File: src/rtl/mem_1kb_pkg.sv
// Shared constants and FSM state type for the 1 KB data memory and its block-copy engine.
package mem_1kb_pkg;

    localparam int MEM_ADDR_W = 8;
    localparam int MEM_DATA_W = 32;
    localparam int MEM_WORDS  = 256;

    typedef enum logic [2:0] {
        IDLE,
        RD_REQ,
        RD_WAIT,
        WR_REQ,
        WR_WAIT,
        FIN
    } copier_state_e;

endpackage

File: src/rtl/mem_1kb_ack_timer.sv
// Per-wait acknowledge timer: counts cycles spent in a WAIT state and flags expiry at TIMEOUT.
module mem_1kb_ack_timer #(
    parameter int TIMEOUT = 15
) (
    input  logic clk,
    input  logic rst,
    input  logic clear,
    input  logic enable,
    output logic expired
);

    localparam logic [7:0] LIMIT = 8'(TIMEOUT);

    logic [7:0] count_q;
    logic [7:0] count_d;

    // Clear preloads 1 so the count equals the number of WAIT cycles elapsed, including the current one.
    always_comb begin
        count_d = count_q;
        if (clear) begin
            count_d = 8'd1;
        end else if (enable && (count_q != 8'hFF)) begin
            count_d = count_q + 8'd1;
        end
    end

    always_ff @(posedge clk) begin
        if (rst) begin
            count_q <= 8'd0;
        end else begin
            count_q <= count_d;
        end
    end

    assign expired = enable && (count_q >= LIMIT);

endmodule

File: src/rtl/mem_1kb_copier.sv
// Block-copy bus initiator for the 1 KB data memory: read one word, write it, repeat len times.
// Optional running checksum of copied words is enabled by defining MEM_1KB_COPIER_CHECKSUM_EN.
module mem_1kb_copier
    import mem_1kb_pkg::*;
#(
    parameter int TIMEOUT = 15
) (
    input  logic                  clk,
    input  logic                  rst,
    input  logic                  start,
    input  logic [MEM_ADDR_W-1:0] src_addr,
    input  logic [MEM_ADDR_W-1:0] dst_addr,
    input  logic [8:0]            len,
    output logic                  busy,
    output logic                  done,
    output logic                  error,
    output logic [8:0]            words_copied,
    output logic                  mem_read,
    output logic                  mem_write,
    output logic [MEM_ADDR_W-1:0] mem_read_addr,
    output logic [MEM_ADDR_W-1:0] mem_write_addr,
    output logic [MEM_DATA_W-1:0] mem_wr_data,
    input  logic [MEM_DATA_W-1:0] mem_rd_data,
    input  logic                  mem_rd_done,
    input  logic                  mem_wr_done
`ifdef MEM_1KB_COPIER_CHECKSUM_EN
    ,
    output logic [MEM_DATA_W-1:0] checksum
`endif
);

    copier_state_e state_q, state_d;

    logic [MEM_ADDR_W-1:0] src_q, src_d;
    logic [MEM_ADDR_W-1:0] dst_q, dst_d;
    logic [8:0]            len_q, len_d;
    logic [8:0]            words_q, words_d;
    logic                  error_q, error_d;
    logic                  busy_q, busy_d;
    logic                  done_q, done_d;
    logic                  rd_q, rd_d;
    logic                  wr_q, wr_d;
    logic [MEM_ADDR_W-1:0] rd_addr_q, rd_addr_d;
    logic [MEM_ADDR_W-1:0] wr_addr_q, wr_addr_d;
    logic [MEM_DATA_W-1:0] wr_data_q, wr_data_d;
`ifdef MEM_1KB_COPIER_CHECKSUM_EN
    logic [MEM_DATA_W-1:0] checksum_q, checksum_d;
`endif

    logic timer_clear;
    logic timer_enable;
    logic timer_expired;

    assign timer_clear  = (state_q == RD_REQ) || (state_q == WR_REQ);
    assign timer_enable = (state_q == RD_WAIT) || (state_q == WR_WAIT);

    mem_1kb_ack_timer #(
        .TIMEOUT(TIMEOUT)
    ) u_ack_timer (
        .clk    (clk),
        .rst    (rst),
        .clear  (timer_clear),
        .enable (timer_enable),
        .expired(timer_expired)
    );

    always_comb begin
        state_d   = state_q;
        src_d     = src_q;
        dst_d     = dst_q;
        len_d     = len_q;
        words_d   = words_q;
        error_d   = error_q;
        rd_addr_d = rd_addr_q;
        wr_addr_d = wr_addr_q;
        wr_data_d = wr_data_q;
`ifdef MEM_1KB_COPIER_CHECKSUM_EN
        checksum_d = checksum_q;
`endif

        case (state_q)
            IDLE: begin
                if (start) begin
                    src_d   = src_addr;
                    dst_d   = dst_addr;
                    len_d   = len;
                    words_d = 9'd0;
                    error_d = 1'b0;
`ifdef MEM_1KB_COPIER_CHECKSUM_EN
                    checksum_d = '0;
`endif
                    state_d = (len == 9'd0) ? FIN : RD_REQ;
                end
            end
            RD_REQ: state_d = RD_WAIT;
            RD_WAIT: begin
                // An acknowledge arriving in the expiry cycle still wins over the timeout.
                if (mem_rd_done) begin
                    wr_data_d = mem_rd_data;
`ifdef MEM_1KB_COPIER_CHECKSUM_EN
                    checksum_d = checksum_q + mem_rd_data;
`endif
                    state_d   = WR_REQ;
                end else if (timer_expired) begin
                    error_d = 1'b1;
                    state_d = FIN;
                end
            end
            WR_REQ: state_d = WR_WAIT;
            WR_WAIT: begin
                if (mem_wr_done) begin
                    words_d = words_q + 9'd1;
                    src_d   = src_q + 8'd1;
                    dst_d   = dst_q + 8'd1;
                    state_d = ((words_q + 9'd1) == len_q) ? FIN : RD_REQ;
                end else if (timer_expired) begin
                    error_d = 1'b1;
                    state_d = FIN;
                end
            end
            FIN:     state_d = IDLE;
            default: state_d = IDLE;
        endcase

        // Outputs are decoded from the next state so that every port comes straight from a flop.
        busy_d = (state_d == RD_REQ) || (state_d == RD_WAIT) ||
                 (state_d == WR_REQ) || (state_d == WR_WAIT);
        done_d = (state_d == FIN);
        rd_d   = (state_d == RD_REQ);
        wr_d   = (state_d == WR_REQ);
        if (rd_d) begin
            rd_addr_d = src_d;
        end
        if (wr_d) begin
            wr_addr_d = dst_d;
        end
    end

    always_ff @(posedge clk) begin
        if (rst) begin
            state_q   <= IDLE;
            src_q     <= '0;
            dst_q     <= '0;
            len_q     <= '0;
            words_q   <= '0;
            error_q   <= 1'b0;
            busy_q    <= 1'b0;
            done_q    <= 1'b0;
            rd_q      <= 1'b0;
            wr_q      <= 1'b0;
            rd_addr_q <= '0;
            wr_addr_q <= '0;
            wr_data_q <= '0;
`ifdef MEM_1KB_COPIER_CHECKSUM_EN
            checksum_q <= '0;
`endif
        end else begin
            state_q   <= state_d;
            src_q     <= src_d;
            dst_q     <= dst_d;
            len_q     <= len_d;
            words_q   <= words_d;
            error_q   <= error_d;
            busy_q    <= busy_d;
            done_q    <= done_d;
            rd_q      <= rd_d;
            wr_q      <= wr_d;
            rd_addr_q <= rd_addr_d;
            wr_addr_q <= wr_addr_d;
            wr_data_q <= wr_data_d;
`ifdef MEM_1KB_COPIER_CHECKSUM_EN
            checksum_q <= checksum_d;
`endif
        end
    end

    assign busy           = busy_q;
    assign done           = done_q;
    assign error          = error_q;
    assign words_copied   = words_q;
    assign mem_read       = rd_q;
    assign mem_write      = wr_q;
    assign mem_read_addr  = rd_addr_q;
    assign mem_write_addr = wr_addr_q;
    assign mem_wr_data    = wr_data_q;
`ifdef MEM_1KB_COPIER_CHECKSUM_EN
    assign checksum       = checksum_q;
`endif

endmodule

File: config.mk
export PLATFORM = sky130hd
export DESIGN_NAME = mem_1kb_copier
export DESIGN_NICKNAME = d
export VERILOG_FILES = /design/src/rtl/mem_1kb_pkg.sv /design/src/rtl/mem_1kb_ack_timer.sv /design/src/rtl/mem_1kb_copier.sv
export SDC_FILE = /design/constraint.sdc
export NUM_CORES = 1
export LEC_CHECK = 0
export ABC_CLOCK_PERIOD_IN_PS = 2700
export BUFFER_PORTS_ARGS = -buffer_cell sky130_fd_sc_hd__buf_2
export CELL_PAD_IN_SITES_DETAIL_PLACEMENT = 1
export CELL_PAD_IN_SITES_GLOBAL_PLACEMENT = 1
export CORE_ASPECT_RATIO = 1.2
export CORE_UTILIZATION = 38
export CTS_CLUSTER_SIZE = 30
export DETAILED_ROUTE_END_ITERATION = 12
export GPL_ROUTABILITY_DRIVEN = 0
export GPL_TIMING_DRIVEN = 0
export PLACE_DENSITY_LB_ADDON = 0.1
export SKIP_LAST_GASP = 1
export SYNTH_ARGS = -nofsm -noshare
export SYNTH_HDL_FRONTEND = slang
export SYNTH_HIERARCHICAL = 1
export SYNTH_SLANG_ARGS = --single-unit
File: constraint.sdc
create_clock -name clk -period 2.7 [get_ports clk]
set_input_delay 0 -clock clk [delete_from_list [all_inputs] [get_ports clk]]
set_output_delay 0 -clock clk [all_outputs]
set_load 0.01 [all_outputs]
* After elaboration in Yosys (flattened, before gate mapping)
Cells that the tools add are included.
W data, S select, Z words.
** Cells by class
- Eq/ne operators :: 15
- Add/subtract/negate cells :: 4
- Reduce and logical (&&, ||, !) cells :: 17
- Mux-type cells :: 23
- Order comparisons :: 1
** Operator list (number)
- $mux W8 :: 4
- $pmux W8 S2 :: 2
- $add A8 B1 Y8 const B :: 3
- $mux W3 :: 6
- $mux W9 :: 2
- $pmux W9 S2 :: 1
- $pmux W3 S5 :: 1
- $eq A3 B2 Y1 const B :: 4
- $add A9 B1 Y9 const B :: 1
- $eq A3 B3 Y1 const B :: 3
- $eq A9 B9 Y1 :: 1
- $logic_not A9 Y1 :: 1
- $ge A8 B4 Y1 const B :: 1
- $ne A2 B2 Y1 const B :: 4
- $ne A8 B8 Y1 const B :: 1
- $eq A3 B1 Y1 const B :: 2
- $mux W1 :: 6
- $logic_or A1 B1 Y1 :: 5
- $reduce_and A2 Y1 :: 2
- $reduce_and A4 Y1 :: 1
- $reduce_bool A2 Y1 :: 2
- $logic_not A3 Y1 :: 1
- $pmux W1 S3 :: 1
- $reduce_and A3 Y1 :: 1
- other kinds (3) :: 4
** Word-level totals
- Input port bits :: 62
- Logic and storage cells :: 75
- Register bits after elaboration :: 98

* Logic depth before layout (Yosys ltp)
Gate-level depths: netlist of the first run.
- Depth after elaboration :: 10
- Depth in mapped cells :: 10
- Gate-level depth less buffers :: 9

* By module
The synthesis of the first run kept the hierarchy.
** By module, submodules not included
- mem_1kb_copier :: area each 4001.3 um^2, times used 1, sequential area each 1801.7 um^2, cells each 478
- mem_1kb_ack_timer :: area each 420.4 um^2, times used 1, sequential area each 160.2 um^2, cells each 48

* Least setup slack after synthesis of the first run
No wires, ideal clock.
- Path type :: flip-flop to flip-flop
- From :: register state_q[1]
- To :: register rd_addr_q[0] (netlist: mem_read_addr[0])
- Path buffers :: 1
- Stages on the path, launching flop included :: 11
- Arrival :: 2243 ps
- Setup slack :: 336 ps
- Data required time :: 2579 ps
- Setup time :: 121 ps
- Cells stage by stage :: dfxtp_1 -> buf_2 -> nand2b_1 -> a21oi_1 -> inv_1 -> a21oi_1 -> a21oi_1 -> o221a_2 -> o21ai_2 -> a21oi_4 -> mux2_2
** On the way
- Word-level cells in the longest chain between the ends :: 7
- Elaborated cells between the ends (all ways) :: 14
- Classes of those cells :: eq/ne: 5; mux: 6; reduce/logical: 3
** RTL lines
- start: declaration :: RTL line mem_1kb_copier.sv:32 : copier_state_e state_q, state_d;
- start signal: assignment :: RTL line mem_1kb_copier.sv:158 : state_q <= state_d;
- $eq A3 B2 Y1 / $eq A3 B3 Y1 (equally long branches) :: RTL line mem_1kb_copier.sv:55 : assign timer_enable = (state_q == RD_WAIT) || (state_q == WR_WAIT);
- $logic_or A1 B1 Y1 * :: RTL line mem_1kb_copier.sv:55
- net timer_enable :: RTL line mem_1kb_copier.sv:51 : logic timer_enable;
- $logic_and A1 B1 Y1 * :: RTL line mem_1kb_ack_timer.sv:35 : assign expired = enable && (count_q >= LIMIT);
- net timer_expired :: RTL line mem_1kb_copier.sv:52 : logic timer_expired;
- $mux W3 * :: RTL line mem_1kb_copier.sv:104, mem_1kb_copier.sv:116
- $mux W3 (on tied branches) :: RTL line mem_1kb_copier.sv:111, mem_1kb_copier.sv:98
- $pmux W3 S5 * :: RTL line mem_1kb_copier.sv:81 : case (state_q)
- $eq A3 B1 Y1 * :: RTL line mem_1kb_copier.sv:129 : rd_d = (state_d == RD_REQ);
- end signal: assignment :: RTL line mem_1kb_copier.sv:168 : rd_addr_q <= rd_addr_d;
- end: declaration :: RTL line mem_1kb_copier.sv:43 : logic [MEM_ADDR_W-1:0] rd_addr_q, rd_addr_d;
Mark *: on every way through the listed nets, which the timed path passes. The rest lies on a longest branch.
A chain may end at the register's enable or synchronous reset.

* Worst setup path after layout of the first run
- From :: register state_q[1]
- To :: register rd_addr_q[1] (netlist: mem_read_addr[1])
Same word-level chain as after synthesis.

==> results of run 1 <==
synth_stat cells, types with 2 or more instances:
master	count
a211oi_1	14
a21oi_1	72
a221oi_1	2
a22oi_1	2
a31oi_1	4
and2b_2	7
and3_1	4
and4_1	3
buf_2	2
buf_6	3
clkbuf_1	22
dfxtp_1	98
ha_1	4
inv_1	6
mux2_2	9
mux2i_1	9
nand2_1	109
nand2b_1	4
nand3_1	18
nand3b_1	3
nand4_1	4
nand4_2	2
nor2_1	38
nor2_2	2
nor2b_1	3
nor3_1	7
nor3b_1	2
nor4_1	6
o211a_1	3
o211ai_1	2
o21a_1	2
o21ai_0	12
o22ai_1	8
or2_2	3
xnor2_1	9
xor2_1	4
repair_timing:
| item | CTS | global route |
|---|---|---|
| pin swaps | 0 | 1 |
| hold buffers | 47 | 0 |
| buffers inserted | 0 | 1 |
| gates resized for setup | 2 | 1 |
| endpoints found under the setup margin | 9 | 8 |
| hold endpoints to repair | 47 | 0 |
cells by family (layout without fill, tap and decap cells):
logic type | count (synthesis) | after routing | synth area share, %
AND/OR/NAND/NOR | 223 | 223 | 24.6
AO/OA/AOI/OAI | 135 | 135 | 19.2
flip-flops | 98 | 98 | 44.4
buffers and inverters | 35 | 222 | 3.85
multiplexers | 18 | 18 | 4.33
XOR/XNOR | 13 | 13 | 2.58
adder cells (fa/ha/maj) | 4 | 4 | 1.13
power groups by stage:
stage / logic (mW) / clock network (mW) / registers, mW
after global routing: 0.633 / 1.41 / 1.60
after CTS: 0.567 / 1.36 / 1.59
final: 0.572 / 1.34 / 1.59
after global placement: 0.488 / 0 / 1.61
after floorplan: 0.302 / 0 / 1.63
after detailed placement: 0.507 / 0 / 1.62
through the flow:
stage / util (%) / setup TNS, ns / cell area, um2 / cells / hold slack (ns)
3_3_place_gp: 46.7 / -0.606 / 5230 / 803 / 0.238
6_report: 53.9 / 0 / 6030 / 867 / 0.0168
3_5_place_dp: 46.7 / -1.54 / 5230 / 803 / 0.248
5_1_grt: 53.9 / 0 / 6030 / 867 / 0.0266
2_1_floorplan: - / 0 / 4420 / 526 / 0.0691
4_1_cts: 53.7 / 0 / 6010 / 866 / 0.00824
flip-flops by register name (all words and copies together), names as in the netlist:
register             count
u_ack_timer/count_q      8
done                     1
dst_q                    8
state_q                  3
mem_read                 1
src_q                    8
mem_write                1
error                    1
mem_write_addr           8
busy                     1
mem_wr_data             32
mem_read_addr            8
words_copied             9
len_q                    9
routing by layer:
metal  share of wire (%)  vias up  track usage (%)
met4                 1.6        0             8.15
met2                  52      107             45.0
met1                  43     2153             27.5
li1                    -     2214                -
met5                   0        -                0
met3                 3.5       13             2.80
path summary, 6_finish.rpt:
kind / startpoint / end / slack, ns
worst max-delay path: state_q[1]$_SDFF_PP0_ / mem_read_addr[1]$_SDFFE_PP0P_ / 0.16
worst min-delay path: dst_addr[1] / dst_q[1]$_SDFF_PP0_ / 0.02
worst max register to register: state_q[1]$_SDFF_PP0_ / mem_read_addr[1]$_SDFFE_PP0P_ / 0.16
worst min register to register: mem_wr_data[25]$_SDFFE_PP0P_ / mem_wr_data[25]$_SDFFE_PP0P_ / 0.45
final cells by class:
class                   count  area [um2]  share of cell area [%]
multi-input cells         393        2310                    38.3
well taps                 154         193                    3.20
repair buffers            171        1090                    18.1
inverters                   6        22.5                   0.374
clock inverters             5        60.1                   0.996
clock buffers              11         243                    4.03
plain buffers              29         148                    2.45
flip-flops and latches     98        1960                    32.5
worst max-delay path, stage by stage (launching register included):
cell	delay, ns
dfxtp_1	0.31
buf_2	0.19
nand2b_1	0.24
a21oi_4	0.24
inv_1	0.08
a21oi_1	0.22
inv_1	0.10
nor2_1	0.18
a21oi_1	0.17
a21oi_4	0.31
mux2_2	0.38
==> impl_metrics.py, run 1 <==
metrics = {
    "outcome": {
        "status": "complete, no violations",
    },
    "drt": {
        "drt_pass1_iterations": 4,
        "drt_iter0_drc": 108,
        "vias": 4487,
        "wl_per_cell_um": 16.4,
        "wirelength_um": 14200,
        "drc": 0,
        "vias_per_cell": 5.18,
        "antenna_left": 0,
    },
    "logic_synthesis": {
        "syn-cell-area_um2": 4420,
        "ys.flop_type": "dfxtp_1",
        "synth-seq-cells": 98,
        "syn_area_per_cell_um2": 8.41,
        "ys_seq_area_share_pct": 44.4,
        "synth_edf_count": 0,
        "ys_top_cells_by_area": "dfxtp_1, nand2_1, a21oi_1",
        "synth_top_cell_area_share_pct": 44.4,
        "syn_nets": 592,
        "yosysWarnings": 6,
        "yosysTopAreaCell": "dfxtp_1",
        "netlist_instances": 526,
        "postSynth.asyncResetShare_pct": 0,
        "synth.distinct_cells": 60,
    },
    "min_path": {
        "holdCritPathClass": "input pin to register",
        "min_path_cells": 4,
    },
    "clock_network": {
        "clock_sinks": 98,
        "cts_made_buffers": 9,
        "root_buffer": "clkbuf_16",
        "cts_max_level": 3,
        "cts_max_path_buffers": 2,
        "clk_pin_slew_worst_paths_ns": 0.07,
        "cts_tree": "done",
        "clk_latency_ns": 0.35,
    },
    "sta": {
        "max-slew-margin-rel_pct": 41.4,
        "fin_skew_ns": 0.00605,
        "fmax_mhz": 393,
        "finalCritPeriodShare_pct": 94.2,
        "worst_slack_ns": 0.156,
        "setup_violations": 0,
        "rsz0062_at_grt": "no",
        "worst_pin_slew_ns": 0.876,
        "final_max_slew_viol_count": 0,
        "fin_crit_ns": 2.54,
        "finalHoldViolCount": 0,
    },
    "worst_setup_path": {
        "crit_required_ns": 2.94,
        "path_class": "register to register",
        "critPathCaptureType": "register",
        "cp.arrival_ns": 2.78,
        "start_kind": "register",
        "rr_worst_depth": 10,
        "path_max_fanout": 8,
    },
    "pwr": {
        "switchingPower_mw": 0.969,
        "peakVddDrop_mv": 0.281,
        "clock_power_share_pct": 38.2,
        "total_power_mw": 3.50,
        "power_frac_comb_pct": 16.4,
        "p_int_mw": 2.53,
        "seqPwrFrac_pct": 45.4,
        "p_sw_share_pct": 27.7,
        "p_leak_nw": 2.52,
        "power.density_nw_per_um2": 580,
    },
    "place": {
        "dp_slack_ns": -0.201,
        "io_buffers": 123,
        "place_hpwl_um": 9930,
    },
    "floorplan": {
        "die_h_um": 120,
        "row_count": 42,
        "die_w_um": 100,
        "core_um2": 11200,
        "die-area_um2": 12100,
        "io-pin-count": 124,
        "start_util_pct": 39.5,
    },
    "cells_and_area": {
        "final_cell_mix": "buf_2, nand2_1, dfxtp_1",
        "fillers": 1380,
        "drive_gt1_share_pct": 25.4,
        "n_antenna_cell": 0,
        "finalNetCount": 774,
        "syn_to_final_growth_pct": 36.3,
        "layout_commonest_cell": "buf_2",
    },
    "global_route": {
        "antenna_found_initial": 0,
        "grt_max_degree": 17,
        "grt_pass1_vias": 4591,
        "grt-ovfl-total": 0,
        "grt.total_usage_pct": 23.9,
        "grt_pass1_wl_um": 22500,
    },
    "run": {
        "maxCapViolCount": 0,
    },
}
Power figures use the tool's default switching activity.
==> inputs of run 2 (changes only) <==
BUFFER_PORTS_ARGS = -buffer_cell sky130_fd_sc_hd__buf_4   (was -buffer_cell sky130_fd_sc_hd__buf_2)
==> impl_metrics.py, run 2 (synthesis results as in run 1) <==
metrics = {
    "drt": {
        "vias_per_cell": 5.14,
        "wirelength_um": 14500,
        "wl_per_cell_um": 16.8,
        "drt_iter0_drc": 154,
        "vias": 4460,
        "antenna_left": 0,
        "drc": 0,
        "drt_pass1_iterations": 4,
    },
    "global_route": {
        "grt-ovfl-total": 0,
        "grt_pass1_wl_um": 23400,
        "antenna_found_initial": 0,
        "grt.total_usage_pct": 24.9,
        "grt_pass1_vias": 4743,
        "grt_max_degree": 17,
    },
    "place": {
        "place_hpwl_um": 9900,
        "io_buffers": 123,
        "place_area_um2": 5540,
    },
    "cells_and_area": {
        "finalNetCount": 775,
        "final_cell_mix": "buf_4, nand2_1, dfxtp_1",
        "drive_gt1_share_pct": 25.4,
        "syn_to_final_growth_pct": 43.7,
        "fillers": 1342,
        "postLayoutCellArea_um2": 6350,
        "layout_commonest_cell": "buf_4",
        "n_antenna_cell": 0,
        "largest_reg_flops": 32,
    },
    "pwr": {
        "p_int_mw": 2.63,
        "total_power_mw": 3.60,
        "power_frac_comb_pct": 17.1,
        "switchingPower_mw": 0.968,
        "seqPwrFrac_pct": 44.2,
        "p_sw_share_pct": 26.9,
        "peakVddDrop_mv": 0.327,
        "power.density_nw_per_um2": 567,
        "p_leak_nw": 2.58,
        "clock_power_share_pct": 38.7,
    },
    "floorplan": {
        "io-pin-count": 124,
        "core_um2": 11200,
        "die_h_um": 120,
        "start_util_pct": 39.5,
        "die-area_um2": 12100,
        "row_count": 42,
        "die_w_um": 100,
    },
    "worst_setup_path": {
        "rrSetupSlack_ns": 0.16,
        "critPathCaptureType": "register",
        "start_kind": "register",
        "path_max_fanout": 8,
        "path_class": "register to register",
        "rr_worst_depth": 10,
        "r2r-end": "mem_read_addr[7]$_SDFFE_PP0P_",
        "reg2reg_from": "state_q[1]$_SDFF_PP0_",
        "crit_required_ns": 2.94,
        "cp.arrival_ns": 2.78,
    },
    "sta": {
        "holdWs_ns": 0.0116,
        "max-slew-margin-rel_pct": 40.0,
        "tns_ns": 0,
        "setup_violations": 0,
        "final_max_slew_viol_count": 0,
        "fmax_mhz": 394,
        "finalHoldViolCount": 0,
        "fin_skew_ns": 0.00591,
        "worst_pin_slew_ns": 0.896,
        "fin_crit_ns": 2.54,
        "rsz0062_at_grt": "no",
        "finalCritPeriodShare_pct": 94.0,
    },
    "clock_network": {
        "cts_max_path_buffers": 2,
        "cts_tree": "done",
        "root_buffer": "clkbuf_16",
        "clock_sinks": 98,
        "clk_latency_ns": 0.35,
        "clk_pin_slew_worst_paths_ns": 0.06,
        "cts_made_buffers": 9,
        "cts_max_level": 3,
    },
    "min_path": {
        "whs_endpoint": "src_q[1]$_SDFF_PP0_",
        "min_from": "src_addr[1]",
        "holdCritPathClass": "input pin to register",
        "min_path_cells": 3,
    },
    "outcome": {
        "status": "complete, no violations",
    },
    "run": {
        "maxCapViolCount": 0,
    },
}
run 2: cell count changes in the layout (fill, tap and decap cells not counted), sizes merged:
cell / delta
bufinv: +1
clkbuf: -2
dlygate4sd3: +1
run 2: through the flow:
| stage | setup slack, ns | utilization [%] | std cells |
|---|---|---|---|
| after CTS | 0.0135 | 56.6 | 866 |
| final | 0.161 | 56.8 | 867 |
| after global routing | 0.0479 | 56.8 | 867 |
| after detailed placement | -0.185 | 49.5 | 803 |
| after global placement | -0.0748 | 49.5 | 803 |
| after floorplan | 0.336 | - | 526 |
run 2: final cells by class:
cell class	instances	area (um2)	area share [%]
tap	154	193	3.03
multi-input combinational	393	2300	36.2
clock buffer	9	225	3.54
buffer	29	148	2.32
inverter	6	22.5	0.354
sequential	98	1960	30.9
timing repair buffer	172	1410	22.2
clock inverter	6	90.1	1.42
run 2: power by group through the flow:
| stage | Combinational, mW | Clock (mW) | Sequential [mW] |
|---|---|---|---|
| 6_report | 0.617 | 1.39 | 1.59 |
| 5_1_grt | 0.680 | 1.48 | 1.60 |
| 4_1_cts | 0.611 | 1.42 | 1.59 |
| 3_5_place_dp | 0.550 | 0 | 1.62 |
| 3_3_place_gp | 0.530 | 0 | 1.62 |
| 2_1_floorplan | 0.302 | 0 | 1.63 |
run 2: repair_timing:
action,in CTS,in global routing
setup buffers,0,1
resized for setup,1,2
hold buffers,48,0
pin swaps,0,1
gates cloned,0,0
setup endpoints to repair,9,9
endpoints found under the hold margin,48,0
run 2: how the worst max path moves through the flow:
stage                          start                        endpoint  slack, ns  cells after the start
3_3_place_gp   state_q[1]$_SDFF_PP0_   mem_read_addr[7]$_SDFFE_PP0P_      -0.07                     10
2_1_floorplan  state_q[1]$_SDFF_PP0_   mem_read_addr[0]$_SDFFE_PP0P_       0.34                     10
3_5_place_dp   state_q[1]$_SDFF_PP0_   mem_read_addr[5]$_SDFFE_PP0P_      -0.19                     10
6_report       state_q[1]$_SDFF_PP0_   mem_read_addr[7]$_SDFFE_PP0P_       0.16                     10
5_1_grt        state_q[0]$_SDFF_PP0_  mem_write_addr[6]$_SDFFE_PP0P_       0.05                      8
4_1_cts        state_q[1]$_SDFF_PP0_   mem_read_addr[5]$_SDFFE_PP0P_       0.01                     10
run 2: critical path, cell delays in order, from the launching register on:
cell      delay [ns]
dfxtp_1         0.30
buf_2           0.20
nand2b_1        0.23
a21oi_4         0.22
inv_1           0.08
a21oi_1         0.25
inv_1           0.11
nor2_1          0.19
a21oi_1         0.17
a21oi_4         0.30
mux2_2          0.38
run 2: metal layers:
layer  GRT usage [%]  wire (um)  share of wire, %  vias up
li1                -          -                 -     2212
met1            27.6       6090                42     2117
met2            46.9       7600                52      111
met3            4.37        561               3.9       20
met4            8.70        290               2.0        0
met5               0          0                 0        -
